`config.mk`:
```
export PLATFORM = sky130hd
export DESIGN_NAME = ola_trigger_loader_flat
export DESIGN_NICKNAME = d
export VERILOG_FILES = /design/src/rtl/ola_trigger_pkg.sv /design/src/rtl/ola_trigger_loader_if.sv /design/src/rtl/ola_trigger_shifter.sv /design/src/rtl/ola_trigger_loader.sv /design/src/flat_wrapper.sv
export SDC_FILE = /design/constraint.sdc
export NUM_CORES = 1
export LEC_CHECK = 0
export BUFFER_PORTS_ARGS = -buffer_cell sky130_fd_sc_hd__buf_2
export CAP_MARGIN = 15
export CORE_MARGIN = 10
export CORE_UTILIZATION = 58
export CTS_BUF_LIST = sky130_fd_sc_hd__clkbuf_16
export DETAILED_ROUTE_END_ITERATION = 8
export PLACE_DENSITY = 0.84
export SYNTH_ARGS = -nofsm -noshare
export SYNTH_HDL_FRONTEND = slang
export SYNTH_SLANG_ARGS = --single-unit
```
`constraint.sdc`:
```
create_clock -name clock -period 5.8 [get_ports clock]
set_input_delay 0.87 -clock clock [delete_from_list [all_inputs] [get_ports clock]]
set_output_delay 0.87 -clock clock [all_outputs]
set_load 0.005 [all_outputs]
```
`src/rtl/ola_trigger_pkg.sv`:
```
// Shared definitions for the trigger engine and its configuration loader:
// field-selector codes, field width formulas and the loader FSM encoding.
package ola_trigger_pkg;

  // Field selector codes carried on cfg_what / ctl_state_what
  localparam logic [1:0] WHAT_THEN_ACT  = 2'd0;
  localparam logic [1:0] WHAT_ELSE_ACT  = 2'd1;
  localparam logic [1:0] WHAT_THEN_COND = 2'd2;
  localparam logic [1:0] WHAT_ELSE_COND = 2'd3;

  // Action field: trigger strobe, state strobe, next-state index
  function automatic int unsigned action_width_f(int unsigned state_width);
    return 2 + state_width;
  endfunction

  // Condition field: value, inverted value, falling mask, rising mask
  function automatic int unsigned condition_width_f(int unsigned sample_width);
    return 4 * sample_width;
  endfunction

  typedef enum logic [1:0] {
    StIdle,
    StShift,
    StClear
  } loader_state_e;

endpackage

```
`src/rtl/ola_trigger_loader_if.sv`:
```
// Host-side command channel of the trigger loader: one field write per
// valid/ready handshake.
interface ola_trigger_loader_if #(
  parameter int unsigned state_width     = 2,
  parameter int unsigned state_ctl_width = 2,
  parameter int unsigned condition_width = 32
);

  logic                       cfg_valid;
  logic                       cfg_ready;
  logic [state_width-1:0]     cfg_which;
  logic [state_ctl_width-1:0] cfg_what;
  logic [condition_width-1:0] cfg_data;

  modport master (
    output cfg_valid,
    output cfg_which,
    output cfg_what,
    output cfg_data,
    input  cfg_ready
  );

  modport slave (
    input  cfg_valid,
    input  cfg_which,
    input  cfg_what,
    input  cfg_data,
    output cfg_ready
  );

endinterface

```
`src/rtl/ola_trigger_shifter.sv`:
```
// Loadable MSB-first parallel-to-serial register. The low load_len bits of
// load_data are emitted one per cycle with active high; done marks the last bit.
module ola_trigger_shifter #(
  parameter int unsigned width     = 32,
  parameter int unsigned len_width = 6
) (
  input  logic                 clock,
  input  logic                 reset,
  input  logic                 load,
  input  logic [width-1:0]     load_data,
  input  logic [len_width-1:0] load_len,
  output logic                 active,
  output logic                 bit_out,
  output logic                 done
);

  logic [width-1:0]     aligned;
  logic [width-1:0]     shreg_q;
  logic [len_width-1:0] cnt_q;
  logic                 active_q;
  logic                 bit_q;

  // Left-align the field so its top bit sits at the register MSB
  always_comb begin
    aligned = load_data << (len_width'(width) - load_len);
  end

  // Shift state: first bit is registered at load so output starts next cycle
  always_ff @(posedge clock or negedge reset) begin
    if (!reset) begin
      shreg_q  <= '0;
      cnt_q    <= '0;
      active_q <= 1'b0;
      bit_q    <= 1'b0;
    end else if (load) begin
      shreg_q  <= aligned << 1;
      bit_q    <= aligned[width-1];
      cnt_q    <= load_len - len_width'(1);
      active_q <= 1'b1;
    end else if (active_q) begin
      if (cnt_q == '0) begin
        active_q <= 1'b0;
        bit_q    <= 1'b0;
      end else begin
        bit_q   <= shreg_q[width-1];
        shreg_q <= shreg_q << 1;
        cnt_q   <= cnt_q - len_width'(1);
      end
    end
  end

  assign active  = active_q;
  assign bit_out = bit_q;
  assign done    = active_q && (cnt_q == '0);

endmodule

```
`src/rtl/ola_trigger_loader.sv`:
```
// Trigger configuration loader: accepts field-write commands and serialises
// them onto the trigger engine's bit-serial control port.
// Optional feature: define OLA_TRIGGER_LOADER_CLEAR_EN to add cfg_clear, which
// zero-fills every (state, field) pair.
module ola_trigger_loader
  import ola_trigger_pkg::*;
#(
  parameter int unsigned sample_width    = 8,
  parameter int unsigned state_width     = 2,
  parameter int unsigned state_count     = 4,
  parameter int unsigned state_ctl_width = 2,
  parameter int unsigned cnt_width       = 8
) (
  input  logic                       clock,
  input  logic                       reset,
`ifdef OLA_TRIGGER_LOADER_CLEAR_EN
  input  logic                       cfg_clear,
`endif
  ola_trigger_loader_if.slave        cfg,
  output logic                       busy,
  output logic                       err,
  output logic [cnt_width-1:0]       words_loaded,
  output logic                       ctl_enable,
  output logic                       ctl_data,
  output logic [state_width-1:0]     ctl_state_which,
  output logic [state_ctl_width-1:0] ctl_state_what
);

  localparam int unsigned action_width    = action_width_f(state_width);
  localparam int unsigned condition_width = condition_width_f(sample_width);
  localparam int unsigned len_width       = $clog2(condition_width + 1);

  function automatic logic [len_width-1:0] field_len(logic [state_ctl_width-1:0] what);
    return (what < WHAT_THEN_COND) ? len_width'(action_width) : len_width'(condition_width);
  endfunction

  loader_state_e               state_q, state_d;
  logic                        ready_q, ready_d;
  logic                        busy_q, busy_d;
  logic                        err_q, err_d;
  logic [cnt_width-1:0]        words_q, words_d;
  logic [state_width-1:0]      which_q, which_d;
  logic [state_ctl_width-1:0]  what_q, what_d;
`ifdef OLA_TRIGGER_LOADER_CLEAR_EN
  logic                        gap_q, gap_d;
`endif

  logic                        sh_load;
  logic [condition_width-1:0]  sh_data;
  logic [len_width-1:0]        sh_len;
  logic                        sh_done;

  ola_trigger_shifter #(
    .width     (condition_width),
    .len_width (len_width)
  ) u_shifter (
    .clock     (clock),
    .reset     (reset),
    .load      (sh_load),
    .load_data (sh_data),
    .load_len  (sh_len),
    .active    (ctl_enable),
    .bit_out   (ctl_data),
    .done      (sh_done)
  );

  // Next-state, command capture and shifter load control
  always_comb begin
    state_d = state_q;
    ready_d = ready_q;
    busy_d  = busy_q;
    err_d   = err_q;
    words_d = words_q;
    which_d = which_q;
    what_d  = what_q;
`ifdef OLA_TRIGGER_LOADER_CLEAR_EN
    gap_d   = gap_q;
`endif
    sh_load = 1'b0;
    sh_data = '0;
    sh_len  = field_len(what_q);

    case (state_q)
      StIdle: begin
        ready_d = 1'b1;
`ifdef OLA_TRIGGER_LOADER_CLEAR_EN
        if (cfg_clear) begin
          state_d = StClear;
          ready_d = 1'b0;
          busy_d  = 1'b1;
          which_d = '0;
          what_d  = state_ctl_width'(WHAT_THEN_ACT);
          gap_d   = 1'b0;
          sh_load = 1'b1;
          sh_len  = field_len(state_ctl_width'(WHAT_THEN_ACT));
        end else
`endif
        if (cfg.cfg_valid && ready_q) begin
          if (int'(cfg.cfg_which) >= state_count) begin
            // Bad index: swallow the command, flag it, engine untouched
            err_d = 1'b1;
          end else begin
            state_d = StShift;
            ready_d = 1'b0;
            busy_d  = 1'b1;
            which_d = cfg.cfg_which;
            what_d  = cfg.cfg_what;
            sh_load = 1'b1;
            sh_data = cfg.cfg_data;
            sh_len  = field_len(cfg.cfg_what);
          end
        end
      end

      StShift: begin
        if (sh_done) begin
          state_d = StIdle;
          ready_d = 1'b1;
          busy_d  = 1'b0;
          if (words_q != {cnt_width{1'b1}}) begin
            words_d = words_q + cnt_width'(1);
          end
        end
      end

`ifdef OLA_TRIGGER_LOADER_CLEAR_EN
      StClear: begin
        if (gap_q) begin
          gap_d = 1'b0;
          if (which_q == state_width'(state_count - 1) &&
              what_q == state_ctl_width'(WHAT_ELSE_COND)) begin
            state_d = StIdle;
            ready_d = 1'b1;
            busy_d  = 1'b0;
          end else begin
            if (what_q == state_ctl_width'(WHAT_ELSE_COND)) begin
              which_d = which_q + state_width'(1);
              what_d  = state_ctl_width'(WHAT_THEN_ACT);
            end else begin
              what_d  = what_q + state_ctl_width'(1);
            end
            sh_load = 1'b1;
            sh_len  = field_len(what_d);
          end
        end else if (sh_done) begin
          // One idle cycle between fields so the engine sees a field boundary
          gap_d = 1'b1;
        end
      end
`endif

      default: begin
        state_d = StIdle;
      end
    endcase
  end

  // State and output registers
  always_ff @(posedge clock or negedge reset) begin
    if (!reset) begin
      state_q <= StIdle;
      ready_q <= 1'b0;
      busy_q  <= 1'b0;
      err_q   <= 1'b0;
      words_q <= '0;
      which_q <= '0;
      what_q  <= '0;
`ifdef OLA_TRIGGER_LOADER_CLEAR_EN
      gap_q   <= 1'b0;
`endif
    end else begin
      state_q <= state_d;
      ready_q <= ready_d;
      busy_q  <= busy_d;
      err_q   <= err_d;
      words_q <= words_d;
      which_q <= which_d;
      what_q  <= what_d;
`ifdef OLA_TRIGGER_LOADER_CLEAR_EN
      gap_q   <= gap_d;
`endif
    end
  end

  assign cfg.cfg_ready     = ready_q;
  assign busy              = busy_q;
  assign err               = err_q;
  assign words_loaded      = words_q;
  assign ctl_state_which   = which_q;
  assign ctl_state_what    = what_q;

endmodule

```
`src/flat_wrapper.sv`:
```
// flat-port wrapper written by rule: the top's interface ports become plain ports
module ola_trigger_loader_flat import ola_trigger_pkg::*;
#(
  parameter int unsigned sample_width    = 8,
  parameter int unsigned state_width     = 2,
  parameter int unsigned state_count     = 4,
  parameter int unsigned state_ctl_width = 2,
  parameter int unsigned cnt_width       = 8
)
  (clock, reset, busy, err, words_loaded, ctl_enable, ctl_data, ctl_state_which, ctl_state_what, cfg_cfg_valid, cfg_cfg_which, cfg_cfg_what, cfg_cfg_data, cfg_cfg_ready);
  ola_trigger_loader_if #(.state_width(state_width), .state_ctl_width(state_ctl_width), .condition_width(32)) cfg_i ();
  input  logic clock;
  input  logic reset;
  output logic busy;
  output logic err;
  output logic [cnt_width-1:0] words_loaded;
  output logic ctl_enable;
  output logic ctl_data;
  output logic [state_width-1:0] ctl_state_which;
  output logic [state_ctl_width-1:0] ctl_state_what;
  input wire logic [$bits(cfg_i.cfg_valid)-1:0] cfg_cfg_valid;
  input wire logic [$bits(cfg_i.cfg_which)-1:0] cfg_cfg_which;
  input wire logic [$bits(cfg_i.cfg_what)-1:0] cfg_cfg_what;
  input wire logic [$bits(cfg_i.cfg_data)-1:0] cfg_cfg_data;
  output wire logic [$bits(cfg_i.cfg_ready)-1:0] cfg_cfg_ready;
  assign cfg_i.cfg_valid = cfg_cfg_valid;
  assign cfg_i.cfg_which = cfg_cfg_which;
  assign cfg_i.cfg_what = cfg_cfg_what;
  assign cfg_i.cfg_data = cfg_cfg_data;
  assign cfg_cfg_ready = cfg_i.cfg_ready;
  ola_trigger_loader #(.sample_width(sample_width), .state_width(state_width), .state_count(state_count), .state_ctl_width(state_ctl_width), .cnt_width(cnt_width)) u_core (.clock(clock), .reset(reset), .cfg(cfg_i), .busy(busy), .err(err), .words_loaded(words_loaded), .ctl_enable(ctl_enable), .ctl_data(ctl_data), .ctl_state_which(ctl_state_which), .ctl_state_what(ctl_state_what));
endmodule
```
== After elaboration in Yosys (flattened, before gate mapping) ==
Index checks and enable logic that the tools add are counted.

* Register bits after elaboration: 56
* Bits in latches: 0
* Bits in writable memories: 0
* Memory bits (read-only): 0
* Input port bits: 39
* Output and inout bits: 17
* Word-level logic and storage cells: 63
* Memories kept: 0

* Add/subtract/negate cells: 4
* Multipliers: 0
* Divide/modulo/power cells: 0
* $lt $le $gt $ge: 2
* Equality and inequality tests: 5
* Shifts and indexed selects: 1
* Muxes and demuxes: 29
* Bitwise logic cells: 0
* Reductions and logical operators: 12

{| class="wikitable"
|+ Operator list
! kind !! count
|-
| $mux 32 || 5
|-
| $mux 6 || 7
|-
| $shl 32x6->32 || 1
|-
| $mux 1 || 12
|-
| $sub 6x1->6 const B || 2
|-
| $add 8x1->8 const B || 1
|-
| $ne 8x8->1 const B || 1
|-
| $reduce_and 2->1 || 4
|-
| $logic_not 6->1 || 1
|-
| $ne 2x1->1 const B || 3
|-
| $reduce_and 3->1 || 2
|-
| $sub 6x6->6 const A || 1
|-
| $lt 2x2->1 const B || 2
|-
| $mux 2 || 2
|-
| $pmux 1 s2 || 2
|-
| $pmux 2 s2 || 1
|-
| $reduce_bool 2->1 || 2
|-
| $eq 2x1->1 const B || 1
|-
| $logic_and 1x1->1 || 2
|-
| $logic_not 2->1 || 1
|}

== Longest topological paths before layout ==
* Depth after elaboration: 7
* Mapped depth: 9
* Gate-level depth less buffers: 7

== Modules after synthesis ==
Synthesis repeated with hierarchy kept, for this count alone.

* Cells, all modules: 518
* Area, all modules: 4,566.9 um2

{| class="wikitable"
|+ By module, submodules not included
! module !! instances !! cells an instance !! area an instance (um2) !! seq. area each (um2)
|-
| ola_trigger_shifter || 1 || 424 || 3,672.3 || 975.9
|-
| ola_trigger_loader || 1 || 94 || 894.6 || 350.3
|}

== Worst setup path after synthesis ==
Ideal clock, no wire load.

* Path type: input-to-reg
* From: input cfg_cfg_valid
* To: register u_core.u_shifter.cnt_q[2]
* Library setup time: 0.131 ns
* Arrival time: 2.331 ns
* Data required time: 5.670 ns
* Slack: 3.338 ns
* Stages on the path: 8
* Path buffers: 2
* Cells stage by stage: nand3b_1 clkbuf_1 clkbuf_1 nand2_1 ha_1 nor2b_1 a221oi_1 a21oi_1

* Cells in the longest elaborated chain, start to end: 5
* Elaborated cells between the ends (all ways): 10
* Classes of those cells: add/sub: 1; eq/ne: 1; mux: 5; reduce/logical: 3

{| class="wikitable"
|+ Ends and longest elaborated chain
! item !! RTL line !! RTL
|-
| start, declared || flat_wrapper.sv:21 || <nowiki>input wire logic [$bits(cfg_i.cfg_valid)-1:0] cfg_cfg_valid;</nowiki>
|-
| $logic_and 1x1->1 (*) || ola_trigger_loader.sv:98 || <nowiki>if (cfg.cfg_valid && ready_q) begin</nowiki>
|-
| $mux 6 / $mux 1 (equally long branches) || ola_trigger_loader.sv:98 ||
|-
| $mux 6 / $mux 1 (equally long branches) || ola_trigger_loader.sv:83 || <nowiki>case (state_q)</nowiki>
|-
| $sub 6x1->6, or another cell as far along || ola_trigger_shifter.sv:38 || <nowiki>cnt_q <= load_len - len_width'(1);</nowiki>
|-
| $mux 6 / $reduce_and 2->1 (equally long branches) || n/a ||
|-
| end signal, assigned || ola_trigger_shifter.sv:38 ||
|-
| end signal, assigned || ola_trigger_shifter.sv:47 || <nowiki>cnt_q <= cnt_q - len_width'(1);</nowiki>
|-
| end, declared || ola_trigger_shifter.sv:19 || <nowiki>logic [len_width-1:0] cnt_q;</nowiki>
|}

Every way passes the cells marked *; elsewhere a longest branch is shown, timed or not.
A chain may end at the register's enable or synchronous reset.

== Final worst setup path ==
* From: input cfg_cfg_valid
* To: register u_core.u_shifter.cnt_q[4]

The elaborated chain is that of the path after synthesis.

==> run summary <==
Critical Path Fanout Max: 12
routed vias: 2,198
Total GRT Usage: 0.161
Routability Congestion: 0.801
number of nets in the layout: 362
Final WS setup: 3730 ps
row count: 24
RR Endpoint: u_core.u_shifter.shreg_q[2]
Die ar.: 7730 um^2
Die H: 87.9 um
Max-Cap Viols: 0
Worst Hold Path Cells: 2
IO buf count: 54
Post-DRT Antenna Nets: 0
Psw: 136 uW
worst reg2reg path startpoint: u_core.u_shifter.cnt_q[1]
CP Class: input pin to flip-flop
required time worst endpoint: 5950 ps
pin count of the biggest net entering global routing: 60
Worst-path clk slew: 60 ps
Post-CTS Resized: 0
Clock Power Share: 0.413
switching share of power: 0.202
clock skew: 6.31 ps
Worst Setup Start Kind: input pin
synthesized area per cell: 9.55 um^2
antenna violations before repair: 0
global route overflow: 0
CTS Sinks: 53
fmax: 0.482 GHz
DRC viols: 0
post-synthesis sequential area ratio: 0.496
Routed WL: 5960 um
CP startpoint: cfg_cfg_valid
cell internal pwr: 537 uW
Peak supply drop: 125 uV
first-pass GRT wire length: 10,200 um
Reg power frac: 0.549
TritonCTS Buffers: 5
LEAKAGE: 1.56 nW
total power: 673 uW
CTS tree: done
Reg2Reg Setup Slack: 3820 ps
post-synthesis instance total: 280
DR pass1 iterations: 5
CP endpoint kind: flip-flop
R2R depth: 5
starting density of the core: 0.606
clk buf depth: 2
Async SR Flop Fraction: 1.00
WP data arrival: 2220 ps
setup repair after global routing missed its margin: false
I/O pin total: 56
core footprint: 4410 um^2
Die Width: 87.9 um
Final Cycle Share: 0.358
setup violators final: 0
Reg area: 1330 um^2
Netlist cell types: 44
vias in the first global route: 2,209
Ys Warns: 0
# diodes: 0
Post-Synthesis Net Count: 321
Skew-Pair Late Insertion Delay: 290 ps
status: completed
multi-input logic area: 1220 um^2
pin slew with the least headroom to its limit: 672 ps
PD cells: 220 nW/um^2
DR iter-0 viols: 180
register bit total from synthesis: 53
max-slew violations: 0
area grow syn2layout: 14.3%
number of enable flip-flop cells after synthesis: 0
HPWL after DPL: 4080 um
CTS root buf: clkbuf_16
Comb pwr share: 0.038
# H-tree levels: 2
Slew HR: 0.552
min-delay worst type: flip-flop to flip-flop
share of cells above drive strength 1: 0.239
Wirelength per Cell: 15.9 um
hold-fix buffers at CTS: 0
DP Worst Slack: 3420 ps
Hold Path End: u_core.ctl_state_which[0]
vias per cell: 5.88
predominant post-synthesis flop cell: dfrtp_1
endpoints failing hold: 0
Fillers: 363
synthesized area: 2680 um^2
Hold Crit Start: u_core.ctl_state_which[0]
Tmin final: 2070 ps
Fin Setup TNS: 0 ps
Post-CTS Setup Bufs: 0
logic make-up (layout without fill, tap and decap cells):
kind of cell             Yosys count  count (layout)  synth area share
AND/OR/NAND/NOR                  108             108             0.230
AO/OA/AOI/OAI                     75              75             0.163
flip-flops                        53              53             0.496
buffers and inverters             26              68            0.0477
XOR/XNOR                           9               9            0.0295
multiplexers                       6               6            0.0234
adder cells (fa/ha/maj)            2               2           0.00935
other                              1               1           0.00140
flip-flops by register name, summed over array words and instances, names as in the netlist:
signal	count
u_core.state_q	1
u_core.u_shifter.bit_out	1
u_core.ctl_state_which	2
u_core.cfg.cfg_ready	1
u_core.words_loaded	8
u_core.ctl_state_what	2
u_core.u_shifter.active	1
u_core.u_shifter.shreg_q	31
u_core.u_shifter.cnt_q	6
worst max path at each step:
stage,end,slack [ps]
2_1_floorplan,u_core.u_shifter.cnt_q[2],3340
3_3_place_gp,u_core.u_shifter.cnt_q[4],3520
3_5_place_dp,u_core.u_shifter.cnt_q[4],3420
4_1_cts,u_core.u_shifter.cnt_q[4],3730
5_1_grt,u_core.u_shifter.cnt_q[4],3580
6_report,u_core.u_shifter.cnt_q[4],3730
Yosys cell counts (all sizes together) (3+ instances only):
cell	instances	area, um^2
a21oi	37	185
and3	27	169
buf	10	65.1
clkbuf	14	55.1
dfrtp	53	1330
mux2i	4	40.0
nand2	27	101
nand3	32	160
nor2	6	30.0
nor3	4	36.3
nor4b	3	47.5
o21ai	28	140
xnor2	3	26.3
xor2	6	52.6
power by group through the flow:
stage / clock network (mW) / logic, mW / registers [mW]
finish: 0.277 / 0.0255 / 0.370
global route: 0.301 / 0.0288 / 0.369
CTS: 0.285 / 0.0260 / 0.369
detailed placement: 0 / 0.0260 / 0.377
global placement: 0 / 0.0251 / 0.377
floorplan: 0 / 0.00568 / 0.377
through the flow:
stage                      util  cells  area (um^2)  hold slack (ps)
after floorplan               -    280         2680              468
after global placement    0.662    366         2920              455
after detailed placement  0.662    366         2920              461
after CTS                 0.693    374         3060              476
after global routing      0.693    374         3060              496
final                     0.693    374         3060              468
per-layer routing:
metal,vias to the layer above,part of all wire,track usage
li1,1082,-,-
met1,1039,0.42,0.196
met2,65,0.49,0.261
met3,12,0.060,0.0483
met4,0,0.021,0.0638
met5,-,0,0
placed cells by master, fill, tap and decap left out, types with 2 or more instances in the layout:
master      n
o21ai_0    20
a22oi_1     2
nand4_1     2
nand3_1    32
o21ai_1     8
nor3_1      2
mux2_2      2
mux2i_1     4
nor2_1      5
clkinv_1    2
buf_4       4
clkbuf_16   5
ha_1        2
and3_1     27
xnor2_1     3
nor2b_1     2
xor2_1      6
nand2_1    27
a21oi_1    37
dfrtp_1    53
buf_2      54
cell type report:
type,instances,area share
Sequential cell,53,0.434
Timing Repair Buffer,58,0.0982
Multi-Input combinational cell,201,0.399
Clock inverter,3,0.00409
Tap cell,52,0.0213
Inverter,2,0.00245
Clock buffer,5,0.0409
worst max-delay path: stages:
cell      delay (ps)
buf_2             90
nand3b_1         300
nand2_1          180
ha_1             230
nand2_1          100
o31a_1           250
a21oi_1          120
a21oi_1           90
Power figures use the tool's default switching activity.
